[config.mk]
export PLATFORM = sky130hd
export DESIGN_NAME = orao_loader
export DESIGN_NICKNAME = d
export VERILOG_FILES = /design/src/rtl/orao_loader.sv
export SDC_FILE = /design/constraint.sdc
export NUM_CORES = 1
export LEC_CHECK = 0
export BUFFER_PORTS_ARGS = -buffer_cell sky130_fd_sc_hd__buf_4
export CAP_MARGIN = 20
export CELL_PAD_IN_SITES_DETAIL_PLACEMENT = 1
export CELL_PAD_IN_SITES_GLOBAL_PLACEMENT = 2
export CORE_UTILIZATION = 32
export CTS_BUF_LIST = sky130_fd_sc_hd__clkbuf_16
export CTS_CLUSTER_SIZE = 8
export DETAILED_ROUTE_END_ITERATION = 12
export GPL_TIMING_DRIVEN = 0
export PLACE_DENSITY = 0.9
export RECOVER_POWER = 25
export SLEW_MARGIN = 25
export SYNTH_ARGS = -nofsm -noshare
export SYNTH_HDL_FRONTEND = slang
export SYNTH_SLANG_ARGS = --single-unit
[constraint.sdc]
create_clock -name clk -period 3.4 [get_ports clk]
set_input_delay 0.34 -clock clk [delete_from_list [all_inputs] [get_ports clk]]
set_output_delay 0.34 -clock clk [all_outputs]
set_load 0.005 [all_outputs]
[src/rtl/orao_loader.sv]
// orao_loader: ioctl file download sequencer and CPU/loader memory write port arbiter.
// Define ORAO_LOADER_PTR_EN to store load_end into the BASIC end-of-program pointer after a load.
module orao_loader #(
    parameter logic [7:0]  LOAD_INDEX = 8'h01,
    parameter logic [15:0] RAM_TOP    = 16'h7FFF
`ifdef ORAO_LOADER_PTR_EN
    , parameter logic [15:0] PTR_ADDR = 16'h00E0
`endif
) (
    input  logic        clk,
    input  logic        reset,
    input  logic        ce_1m,
    input  logic        ioctl_download,
    input  logic [7:0]  ioctl_index,
    input  logic        ioctl_wr,
    input  logic [26:0] ioctl_addr,
    input  logic [7:0]  ioctl_dout,
    input  logic [15:0] cpu_addr,
    input  logic [7:0]  cpu_dout,
    input  logic        cpu_we,
    output logic [15:0] mem_addr,
    output logic [7:0]  mem_din,
    output logic        mem_we,
    output logic        cpu_halt,
    output logic        busy,
    output logic [15:0] load_start,
    output logic [15:0] load_end,
    output logic        err
);
    typedef enum logic [2:0] {IDLE, SYNC, HDR_LO, HDR_HI, DATA, PTR_LO, PTR_HI, RELEASE} state_t;
    state_t state, state_nx;
    logic        buf_v, wr_q, loading, take, done, own, ptr_we;
    logic [7:0]  buf_d, byte_d, hdr_lo, wr_d, ptr_d;
    logic [1:0]  buf_c, live_c, byte_c;
    logic [15:0] cursor, wr_a, ptr_a;
`ifdef ORAO_LOADER_PTR_EN
    logic        has_data;
`endif

    // Byte classification (0 = header low, 1 = header high, 2 = payload) and buffer-first byte selection
    always_comb begin
        live_c   = (ioctl_addr == 27'd0) ? 2'd0 : (ioctl_addr == 27'd1) ? 2'd1 : 2'd2;
        loading  = (state == HDR_LO) || (state == HDR_HI) || (state == DATA);
        take     = loading && (buf_v || ioctl_wr);
        done     = loading && !ioctl_download && !buf_v && !ioctl_wr;
        byte_d   = buf_v ? buf_d : ioctl_dout;
        byte_c   = buf_v ? buf_c : live_c;
        own      = (state != IDLE) && (state != SYNC);
        cpu_halt = (state != IDLE) && (state != RELEASE);
        busy     = cpu_halt;
    end

    // Next-state logic
    always_comb begin
        state_nx = state;
        case (state)
            IDLE:    state_nx = (ioctl_download && ioctl_index == LOAD_INDEX) ? SYNC : IDLE;
            SYNC:    state_nx = ce_1m ? HDR_LO : SYNC;
            HDR_LO:  state_nx = done ? RELEASE : (take && byte_c == 2'd0) ? HDR_HI : HDR_LO;
            HDR_HI:  state_nx = done ? RELEASE : (take && byte_c == 2'd1) ? DATA : HDR_HI;
`ifdef ORAO_LOADER_PTR_EN
            DATA:    state_nx = done ? (has_data ? PTR_LO : RELEASE) : DATA;
`else
            DATA:    state_nx = done ? RELEASE : DATA;
`endif
            PTR_LO:  state_nx = PTR_HI;
            PTR_HI:  state_nx = RELEASE;
            default: state_nx = IDLE;
        endcase
    end

    // Pointer write cycles that follow the payload
    always_comb begin
`ifdef ORAO_LOADER_PTR_EN
        ptr_we = (state == PTR_LO) || (state == PTR_HI);
        ptr_a  = (state == PTR_LO) ? PTR_ADDR : PTR_ADDR + 16'd1;
        ptr_d  = (state == PTR_LO) ? load_end[7:0] : load_end[15:8];
`else
        ptr_we = 1'b0;
        ptr_a  = 16'h0000;
        ptr_d  = 8'h00;
`endif
    end

    // Memory port mux: CPU passthrough unless the loader owns the port
    always_comb begin
        mem_addr = own ? (ptr_we ? ptr_a : wr_a) : cpu_addr;
        mem_din  = own ? (ptr_we ? ptr_d : wr_d) : cpu_dout;
        mem_we   = own ? (wr_q || ptr_we) : cpu_we;
    end

    // State register, holding buffer, header capture and registered payload writes
    always_ff @(posedge clk) begin
        if (reset) begin
            state      <= IDLE;
            buf_v      <= 1'b0;
            wr_q       <= 1'b0;
            err        <= 1'b0;
            load_start <= 16'h0000;
            load_end   <= 16'h0000;
        end else begin
            state <= state_nx;
            wr_q  <= 1'b0;
            if (state == IDLE && state_nx == SYNC) err <= 1'b0;
            if (state == SYNC && ioctl_wr && buf_v) err <= 1'b1;
            if ((state == SYNC && ioctl_wr && !buf_v) || (loading && buf_v && ioctl_wr)) begin
                buf_d <= ioctl_dout;
                buf_c <= live_c;
            end
            if (state == SYNC && ioctl_wr) buf_v <= 1'b1;
            else if (loading) buf_v <= buf_v && ioctl_wr;
            if (take && state == HDR_LO && byte_c == 2'd0) hdr_lo <= byte_d;
            if (take && state == HDR_HI && byte_c == 2'd1) begin
                load_start <= {byte_d, hdr_lo};
                cursor     <= {byte_d, hdr_lo};
            end
            if (take && state == DATA && byte_c == 2'd2) begin
                wr_q     <= cursor <= RAM_TOP;
                wr_a     <= cursor;
                wr_d     <= byte_d;
                cursor   <= cursor + 16'd1;
                load_end <= cursor + 16'd1;
                if (cursor > RAM_TOP) err <= 1'b1;
            end
            if (done && state == HDR_HI) err <= 1'b1;
        end
    end

`ifdef ORAO_LOADER_PTR_EN
    // Tracks whether any payload byte arrived, gating the pointer update
    always_ff @(posedge clk) begin
        if (reset || (state == IDLE && state_nx == SYNC)) has_data <= 1'b0;
        else if (take && state == DATA && byte_c == 2'd2) has_data <= 1'b1;
    end
`endif
endmodule
======== After elaboration in Yosys (flattened, before gate mapping) ========
Index checks and enable logic that the tools add are counted.
storage, ports and cells
  bits in writable memories ............... 0
  bits in registers ....................... 96
  bits in read-only memories .............. 0
  memories ................................ 0
  input port bits ......................... 73
  latch bits .............................. 0
  logic and storage cells ................. 95
  output and inout bits ................... 60
cells by class
  $add $sub $neg .......................... 1
  div/mod/pow operators ................... 0
  magnitude comparators ................... 2
  mux-type cells .......................... 24
  reduce and logical (&&, ||, !) cells .... 41
  multiply operators ...................... 0
  bitwise operators ....................... 2
  shift operators ......................... 0
  equal/unequal tests ..................... 13
operators with widths
  kind                                                                      number
  16-bit two-way mux                                                        3
  27-bit by 1-bit == test with 1-bit output (second input constant)         1
  27-bit logical NOT                                                        1
  1-bit logical AND                                                         23
  3-bit case mux with 7 select lines                                        1
  16-bit by 1-bit adder with 16-bit output (second input constant)          1
  16-bit by 15-bit > comparator with 1-bit output (second input constant)   1
  16-bit by 15-bit <= comparator with 1-bit output (second input constant)  1
  8-bit two-way mux                                                         2
  1-bit two-way mux                                                         10
  2-bit two-way mux                                                         5
  3-bit == test (second input constant)                                     3
  3-bit two-way mux                                                         3
  8-bit by 1-bit == test with 1-bit output (second input constant)          1
  2-bit AND reduction                                                       4
  3-bit by 1-bit == test with 1-bit output (second input constant)          2
  3-bit by 2-bit == test with 1-bit output (second input constant)          2
  1-bit logical OR                                                          4
  2-bit nonzero test                                                        2
  1-bit logical NOT                                                         3
  3-bit logical NOT                                                         1
  3-bit by 1-bit != test with 1-bit output (second input constant)          1
  3-bit != test (second input constant)                                     1
  3-bit nonzero test                                                        1
  5 further kinds                                                           6

======== Depth between registers and ports, before layout ========
Gate-level depths: netlist (run 1).
  depth in word-level cells ............... 16
  depth in mapped cells ................... 8
  mapped depth without buffers ............ 6

======== Least setup slack after synthesis (run 1) ========
No wires, ideal clock.
  kind .................................... register to register
  start point ............................. register state[0]
  end point ............................... register wr_a[0], enable pin
  clock period less this slack ............ 2798 ps
  data arrival time ....................... 2393 ps
  data required time ...................... 2995 ps
  path buffers ............................ 3
  cell stages (with the launch flop) ...... 9
  slack ................................... 602 ps
  cells stage by stage .................... dfxtp_1 > buf_2 > nand2b_1 > or3_1 > buf_2 > inv_2 > nor2_1 > buf_2 > nor2_1
on the way
  longest elaborated chain between the ends .. 7
RTL lines
  what                                      RTL line  RTL
  from (decl)                               31        state_t state, state_nx;
  from (signal assigned)                    102       state <= state_nx;
  3-bit by 2-bit == test with 1-bit output  43        loading = (state == HDR_LO) || (state == HDR_HI) || (state == DATA);
  1-bit logical OR (2 in a row)             43
  1-bit logical AND                         44        take = loading && (buf_v || ioctl_wr);
  1-bit logical AND * (2 in a row)          117       if (take && state == DATA && byte_c == 2'd2) begin
  2-bit AND reduction (no source line) *    -
  to (signal assigned)                      119       wr_a <= cursor;
  to (decl)                                 35        logic [15:0] cursor, wr_a, ptr_a;
Mark *: on every way between the ends. The rest lies on a longest branch, timed or not.
A chain may end at the register's enable or synchronous reset.

======== Final worst setup path (run 1) ========
  start point ............................. register state[1]
  end point ............................... output mem_din[2]
on the way
  longest elaborated chain between the ends .. 3
RTL lines
  what                                                                                   RTL line  RTL
  3-bit by 1-bit != test with 1-bit output / 3-bit nonzero test (equally long branches)  48        own = (state != IDLE) && (state != SYNC);
  1-bit logical AND *                                                                    48
  8-bit two-way mux *                                                                    88        mem_din = own ? (ptr_we ? ptr_d : wr_d) : cpu_dout;
  to (decl)                                                                              22        output logic [7:0] mem_din,
Marked as above.

==> impl_results.md, run 1 <==
- Mean Syn Cell Area: 11.12 um^2
- Post-synth EDFFs: 58
- Vias per cell: 4.948
- VDD IR-drop max: 0.0002091 V
- WHS Endpoint: buf_d[4]$_DFFE_PP_
- Share of post-route cells with drive strength above 1: 34.24%
- Relative slew margins: 48.51%
- Root Driver: clkbuf_16
- Shortest period the worst path allows: 2.830 ns
- Unrepaired setup endpoints after global routing: no
- Syn nets: 476
- CTS resizes: 0
- Clk_skew: 0.007680 ns
- Reg power frac: 51.3%
- WP data arrival: 2.49 ns
- Worst r2r dst: wr_a[8]$_DFFE_PP_
- Clk pin slew, worst setup/hold paths: 0.07 ns
- Die area: 14450 um^2
- Die height: 120.2 um
- R2R Setup Slk: 0.69 ns
- CP Launch Type: flop
- Hold depth: 1
- Cell Int Power: 1887 uW
- Drt wl/cell: 17.50 um
- Max Fclk: 0.3533 GHz
- DP Worst Slack: 0.6800 ns
- Gr usage total: 18.42%
- Final ANT Viol Nets: 0
- Max Slew Vio Count: 0
- Final setup viols: 0
- Clk buf depth: 2
- Number of DRC markers in iteration 0: 203
- Seq/Total Area, Yosys: 55.98%
- Final hold slack: 0.2104 ns
- Largest net degree at the start of global routing: 25
- Post-place instance area: 5697 um^2
- Initial antenna violation count: 0
- DR pass1 iterations: 4
- Maxcap violations: 0
- GRT overflow: 0
- Worst Setup End Kind: output pin
- Num CTS Buffers: 9
- Tcrit/Tclk final: 83.24%
- Clock latency on the worst-skew pair: 0.35 ns
- Final Hold Fails: 0
- Sw Share: 20.98%
- Area Growth Syn to Fin: 33.03%
- Power per standard cell area: 401.6 nW/um^2
- # hold bufs at CTS: 0
- Total negative slack: 0 ns
- Ant. Diodes: 0
- Vias in the first global route: 3730
- Final setup margin: 0.5698 ns
- Clk sinks: 96
- Initial core utilization: 33.23%
- Critical Path RT: 3.06 ns
- Die width: 120.2 um
- H-tree depth: 3
- Worst Setup Path Type: reg2out
- Combinational share of power: 6.2%
- Core region area: 13450 um^2
- DP HPWL: 9.723 mm
- Async SR Flop Fraction: 0%
- Flops & latches, synth: 96
- Most common flop cell mapped by yosys: edfxtp_1
- Cells after Synth: 402
- Number of port buffers: 131
- Clock group share of total power: 42.5%
- GPL Wtd Cong: 0.7908
- HP Start: ioctl_dout[4]
- Synth Cell Area: 4471 um^2
- I/O pins: 133
- CP Max Fanout: 10
- Leakage: 0.002264 uW
- Worst reg2reg path depth: 7
- Synth cell types: 45
- Remaining DRCs: 0
- Status: finished, final reports clean
- Vias post-DR: 3587
- TritonCTS clock tree: done
- Worst Hold Class: in2reg
- Syn. warnings: 0
- Worst R2R Start: state[1]$_SDFF_PP0_
- Cell area after layout: 5947 um^2
- Setup Buffers After CTS: 0
- Actual slew at the worst max-slew pin: 0.7695 ns
- WL final: 12.69 mm
- FP Rows: 42
- First-pass GRT wire length: 20.19 mm
- Psw: 501.1 uW
- Final #Nets: 619
-- cell families (layout without fill, tap and decap cells) --
family / after synthesis / in the layout / synth area share (%)
simple gates: 152 / 152 / 18.28
mux: 49 / 49 / 11.98
xor+xnor: 14 / 14 / 2.743
compound gates: 48 / 48 / 6.102
buf+inv: 41 / 188 / 4.422
fa+ha+maj: 2 / 2 / 0.5037
flops: 96 / 96 / 55.98
-- per-stage QoR --
stage,util (%),std cells,total power (uW)
detailed placement,42.35,710,1405
global placement,42.18,709,1399
CTS,44.54,725,2414
finish,44.21,725,2388
global route,44.21,725,2465
floorplan,-,402,1298
-- worst max path at each step --
stage | startpoint | endpoint | slack (ns) | cells after the start
after floorplan | state[0]$_SDFF_PP0_ | wr_a[0]$_DFFE_PP_ | 0.60 | 8
after global placement | state[1]$_SDFF_PP0_ | wr_a[12]$_DFFE_PP_ | -0.19 | 7
after detailed placement | state[1]$_SDFF_PP0_ | wr_a[13]$_DFFE_PP_ | 0.68 | 7
after CTS | state[1]$_SDFF_PP0_ | mem_din[2] | 0.50 | 5
after global routing | state[1]$_SDFF_PP0_ | mem_din[2] | 0.36 | 5
final | state[1]$_SDFF_PP0_ | mem_din[2] | 0.57 | 5
-- synthesized netlist by cell type, types with 2 or more instances --
cell / instances / area share [%]
dfxtp_1: 38 / 17
xnor2_1: 10 / 2.0
a21o_1: 2 / 0.34
edfxtp_1: 58 / 39
nor4b_1: 2 / 0.39
xor2_1: 4 / 0.78
nand3_1: 7 / 0.78
a31oi_1: 2 / 0.28
nor2_1: 29 / 2.4
a21oi_1: 30 / 3.4
inv_1: 15 / 1.3
nor4_1: 12 / 1.7
nand2b_1: 18 / 2.5
and3_1: 4 / 0.56
nand3b_1: 2 / 0.34
clkbuf_1: 10 / 0.84
nand4_1: 7 / 0.98
and4_1: 3 / 0.59
nor3_1: 36 / 4.0
a211oi_1: 5 / 0.84
buf_2: 10 / 1.1
mux2_2: 32 / 8.1
mux2i_1: 16 / 3.6
buf_4: 2 / 0.34
nand2_1: 14 / 1.2
o21ai_0: 4 / 0.45
nor2b_1: 11 / 1.5
and2_1: 2 / 0.28
-- critical path, stage by stage (launching register included) --
cell and delay, ns:
dfxtp_1 0.30, clkbuf_1 0.18, nor2_1 0.64, buf_2 0.46
mux2_2 0.42, buf_4 0.14
-- cell type report --
type | instances | area, um^2
repair buffers | 132 | 945.9
inverters | 16 | 60.06
clock buffers | 9 | 225.2
flip-flops and latches | 96 | 2502
well taps | 176 | 220.2
clock inverters | 6 | 70.07
plain buffers | 25 | 137.6
multi-input cells | 265 | 1785
fillers | 1536 | 7506
-- layout by cell type (no fill, tap or decap), drive strengths merged, types with 2 or more instances in the layout --
| cell type | synthesis | final |
|---|---|---|
| nor4 | 12 | 12 |
| xnor2 | 10 | 10 |
| nand3b | 2 | 2 |
| clkinv | 0 | 2 |
| nor2b | 11 | 11 |
| dfxtp | 38 | 38 |
| nand3 | 7 | 7 |
| a31oi | 2 | 2 |
| a21oi | 30 | 30 |
| edfxtp | 58 | 58 |
| mux2 | 33 | 33 |
| nand4 | 7 | 7 |
| a211oi | 5 | 5 |
| nand2 | 14 | 14 |
| clkbuf | 10 | 56 |
| o21ai | 4 | 4 |
| xor2 | 4 | 4 |
| buf | 15 | 110 |
| a21o | 2 | 2 |
| inv | 16 | 17 |
| and2 | 2 | 2 |
| nor3 | 36 | 36 |
| nor2 | 29 | 29 |
| nand2b | 18 | 18 |
| nor4b | 2 | 2 |
| and3 | 4 | 4 |
| mux2i | 16 | 16 |
| clkinvlp | 0 | 2 |
| and4 | 3 | 3 |
-- power groups by stage --
stage	logic (uW)	clock network [uW]	registers, uW
6_report	149	1010	1230
5_1_grt	161	1080	1220
4_1_cts	154	1030	1230
3_3_place_gp	148	0	1250
2_1_floorplan	46.2	0	1250
3_5_place_dp	154	0	1250
-- sequential cells by signal (all words and copies together), names as in the netlist --
register and cells:
buf_c 2, buf_d 8, buf_v 1, cursor 16
err 1, hdr_lo 8, load_end 16, load_start 16
state 3, wr_a 16, wr_d 8, wr_q 1
-- layer usage --
metal,vias up,track usage (%),routed length (um)
li1,1746,-,-
met5,-,0,0
met1,1711,23.11,5496
met4,0,6.406,205
met2,115,31.29,6273
met3,15,3.821,712
Note: power is estimated with default switching activity, not from simulation.
==> run 2: changes to the inputs <==
==> constraint.sdc (replaced) <==
create_clock -name clk -period 2.7 [get_ports clk]
set_input_delay 0.27 -clock clk [delete_from_list [all_inputs] [get_ports clk]]
set_output_delay 0.27 -clock clk [all_outputs]
set_load 0.005 [all_outputs]
==> impl_results.md, run 2 (synthesis results as in run 1) <==
- Status: finished, final reports clean
- Post-place instance area: 5697 um^2 (unchanged)
- GPL Wtd Cong: 0.8183 (+3.5%)
- Final setup viols: 0 (unchanged)
- Unrepaired setup endpoints after global routing: no
- Maxcap violations: 0 (unchanged)
- Final ANT Viol Nets: 0 (unchanged)
- # hold bufs at CTS: 0 (unchanged)
- Commonest non-fill, non-tap cell in the layout: buf_4
- Max Fclk: 0.4001 GHz
- Clk pin slew, worst setup/hold paths: 0.07 ns (about the same)
- Worst Setup Path Type: reg2out
- Gr usage total: 18.79% (+0.37 points)
- Core region area: 13450 um^2 (unchanged)
- Drt wl/cell: 17.84 um (+1.9%)
- I/O pins: 133 (unchanged)
- Number of port buffers: 131 (unchanged)
- Shortest period the worst path allows: 2.499 ns
- Cell area after layout: 5972 um^2 (+0.42%)
- Number of DRC markers in iteration 0: 140 (-31%)
- Leakage: 0.002284 uW (+0.87%)
- Worst Setup End Kind: output pin
- Area Growth Syn to Fin: 33.59%
- FP Rows: 42 (unchanged)
- Die height: 120.2 um (unchanged)
- Actual slew at the worst max-slew pin: 0.7928 ns (+0.02332 ns)
- Final hold slack: 0.1336 ns (-0.07684 ns)
- WL final: 12.97 mm (+2.2%)
- Relative slew margins: 47.15% (-1.4 points)
- H-tree depth: 3 (unchanged)
- Clk sinks: 96 (unchanged)
- Clock latency on the worst-skew pair: 0.35 ns (about the same)
- VDD IR-drop max: 0.0003047 V (+46%)
- Final Hold Fails: 0 (unchanged)
- Tcrit/Tclk final: 92.57%
- Vias per cell: 5.023 (+1.5%)
- Die width: 120.2 um (unchanged)
- DP HPWL: 9.801 mm (+0.81%)
- Root Driver: clkbuf_16
- GRT overflow: 0 (unchanged)
- Largest net degree at the start of global routing: 16 (-36%)
- Most frequent cells in the layout: buf_4 (96), edfxtp_1 (58), dfxtp_1 (38)
- Final #Nets: 620 (+0.16%)
- Clk buf depth: 2 (unchanged)
- Share of post-route cells with drive strength above 1: 35.03% (+0.78 points)
- Max Slew Vio Count: 0 (unchanged)
- Power per standard cell area: 501.5 nW/um^2 (+25%)
- Critical Path RT: 2.43 ns (-0.63 ns)
- Vias in the first global route: 3850 (+3.2%)
- Ant. Diodes: 0 (unchanged)
- Initial antenna violation count: 0 (unchanged)
- WP data arrival: 2.23 ns (-0.26 ns)
- Remaining DRCs: 0 (unchanged)
- Vias post-DR: 3652 (+1.8%)
- First-pass GRT wire length: 20.45 mm (+1.3%)
- Initial core utilization: 33.23% (unchanged)
- TritonCTS clock tree: done
- DR pass1 iterations: 4 (unchanged)
- Num CTS Buffers: 9 (unchanged)
- Worst Hold Class: in2reg
- Clk_skew: 0.006481 ns (-0.001199 ns)
- Die area: 14450 um^2 (unchanged)
- CP Launch Type: flop
- CP Max Fanout: 10 (unchanged)
run 2: routing by layer:
| layer | GRT usage (%) | share of wire (%) | vias to the layer above |
|---|---|---|---|
| li1 | - | - | 1746 |
| met3 | 4.245 | 6.4 | 13 |
| met4 | 5.859 | 1.1 | 0 |
| met5 | 0 | 0 | - |
| met1 | 22.92 | 42 | 1777 |
| met2 | 32.72 | 51 | 116 |
run 2: final cells by class:
| cell class | count | area [um^2] |
|---|---|---|
| plain buffers | 25 | 137.6 |
| clock buffers | 9 | 225.2 |
| clock inverters | 7 | 62.56 |
| fillers | 1521 | 7481 |
| inverters | 16 | 60.06 |
| multi-input cells | 266 | 1803 |
| flip-flops and latches | 96 | 2502 |
| well taps | 176 | 220.2 |
| repair buffers | 132 | 960.9 |
run 2: what timing repair did:
action                                  4_1_cts  5_1_grt
gates resized for setup                       2        1
cloned                                        1        0
endpoints found under the setup margin       44       13
setup buffers                                 0        0
run 2: critical path, cell delays in order (launching register included):
cell	delay, ns
dfxtp_1	0.30
clkbuf_1	0.19
nor2_2	0.44
buf_2	0.41
mux2_2	0.40
buf_4	0.14
run 2: where the power goes:
group / internal, uW / switching [uW]
logic: 115 / 73.5
registers: 1540 / 0.103
clock network: 710 / 553
run 2: final timing paths:
| path | from | endpoint | slack [ns] | depth (start not counted) |
|---|---|---|---|---|
| max | state[1]$_SDFF_PP0_ | mem_din[2] | 0.20 | 5 |
| min | ioctl_dout[7] | buf_d[7]$_DFFE_PP_ | 0.13 | 1 |
| max reg2reg | buf_v$_SDFFE_PP0P_ | cursor[0]$_DFFE_PP_ | 0.24 | 9 |
| min reg2reg | load_end[2]$_SDFFE_PP0P_ | load_end[2]$_SDFFE_PP0P_ | 0.47 | 2 |
run 2: through the flow:
stage	worst slack [ns]	std cells	setup TNS, ns	power, uW	utilization (%)
2_1_floorplan	0.1097	402	0	1635	-
3_3_place_gp	-0.5529	709	-16.28	1762	42.20
3_5_place_dp	-0.01236	710	-0.2751	1769	42.35
4_1_cts	0.1096	727	0	3025	44.59
5_1_grt	0.02286	727	0	3077	44.39
6_report	0.2006	727	0	2995	44.39
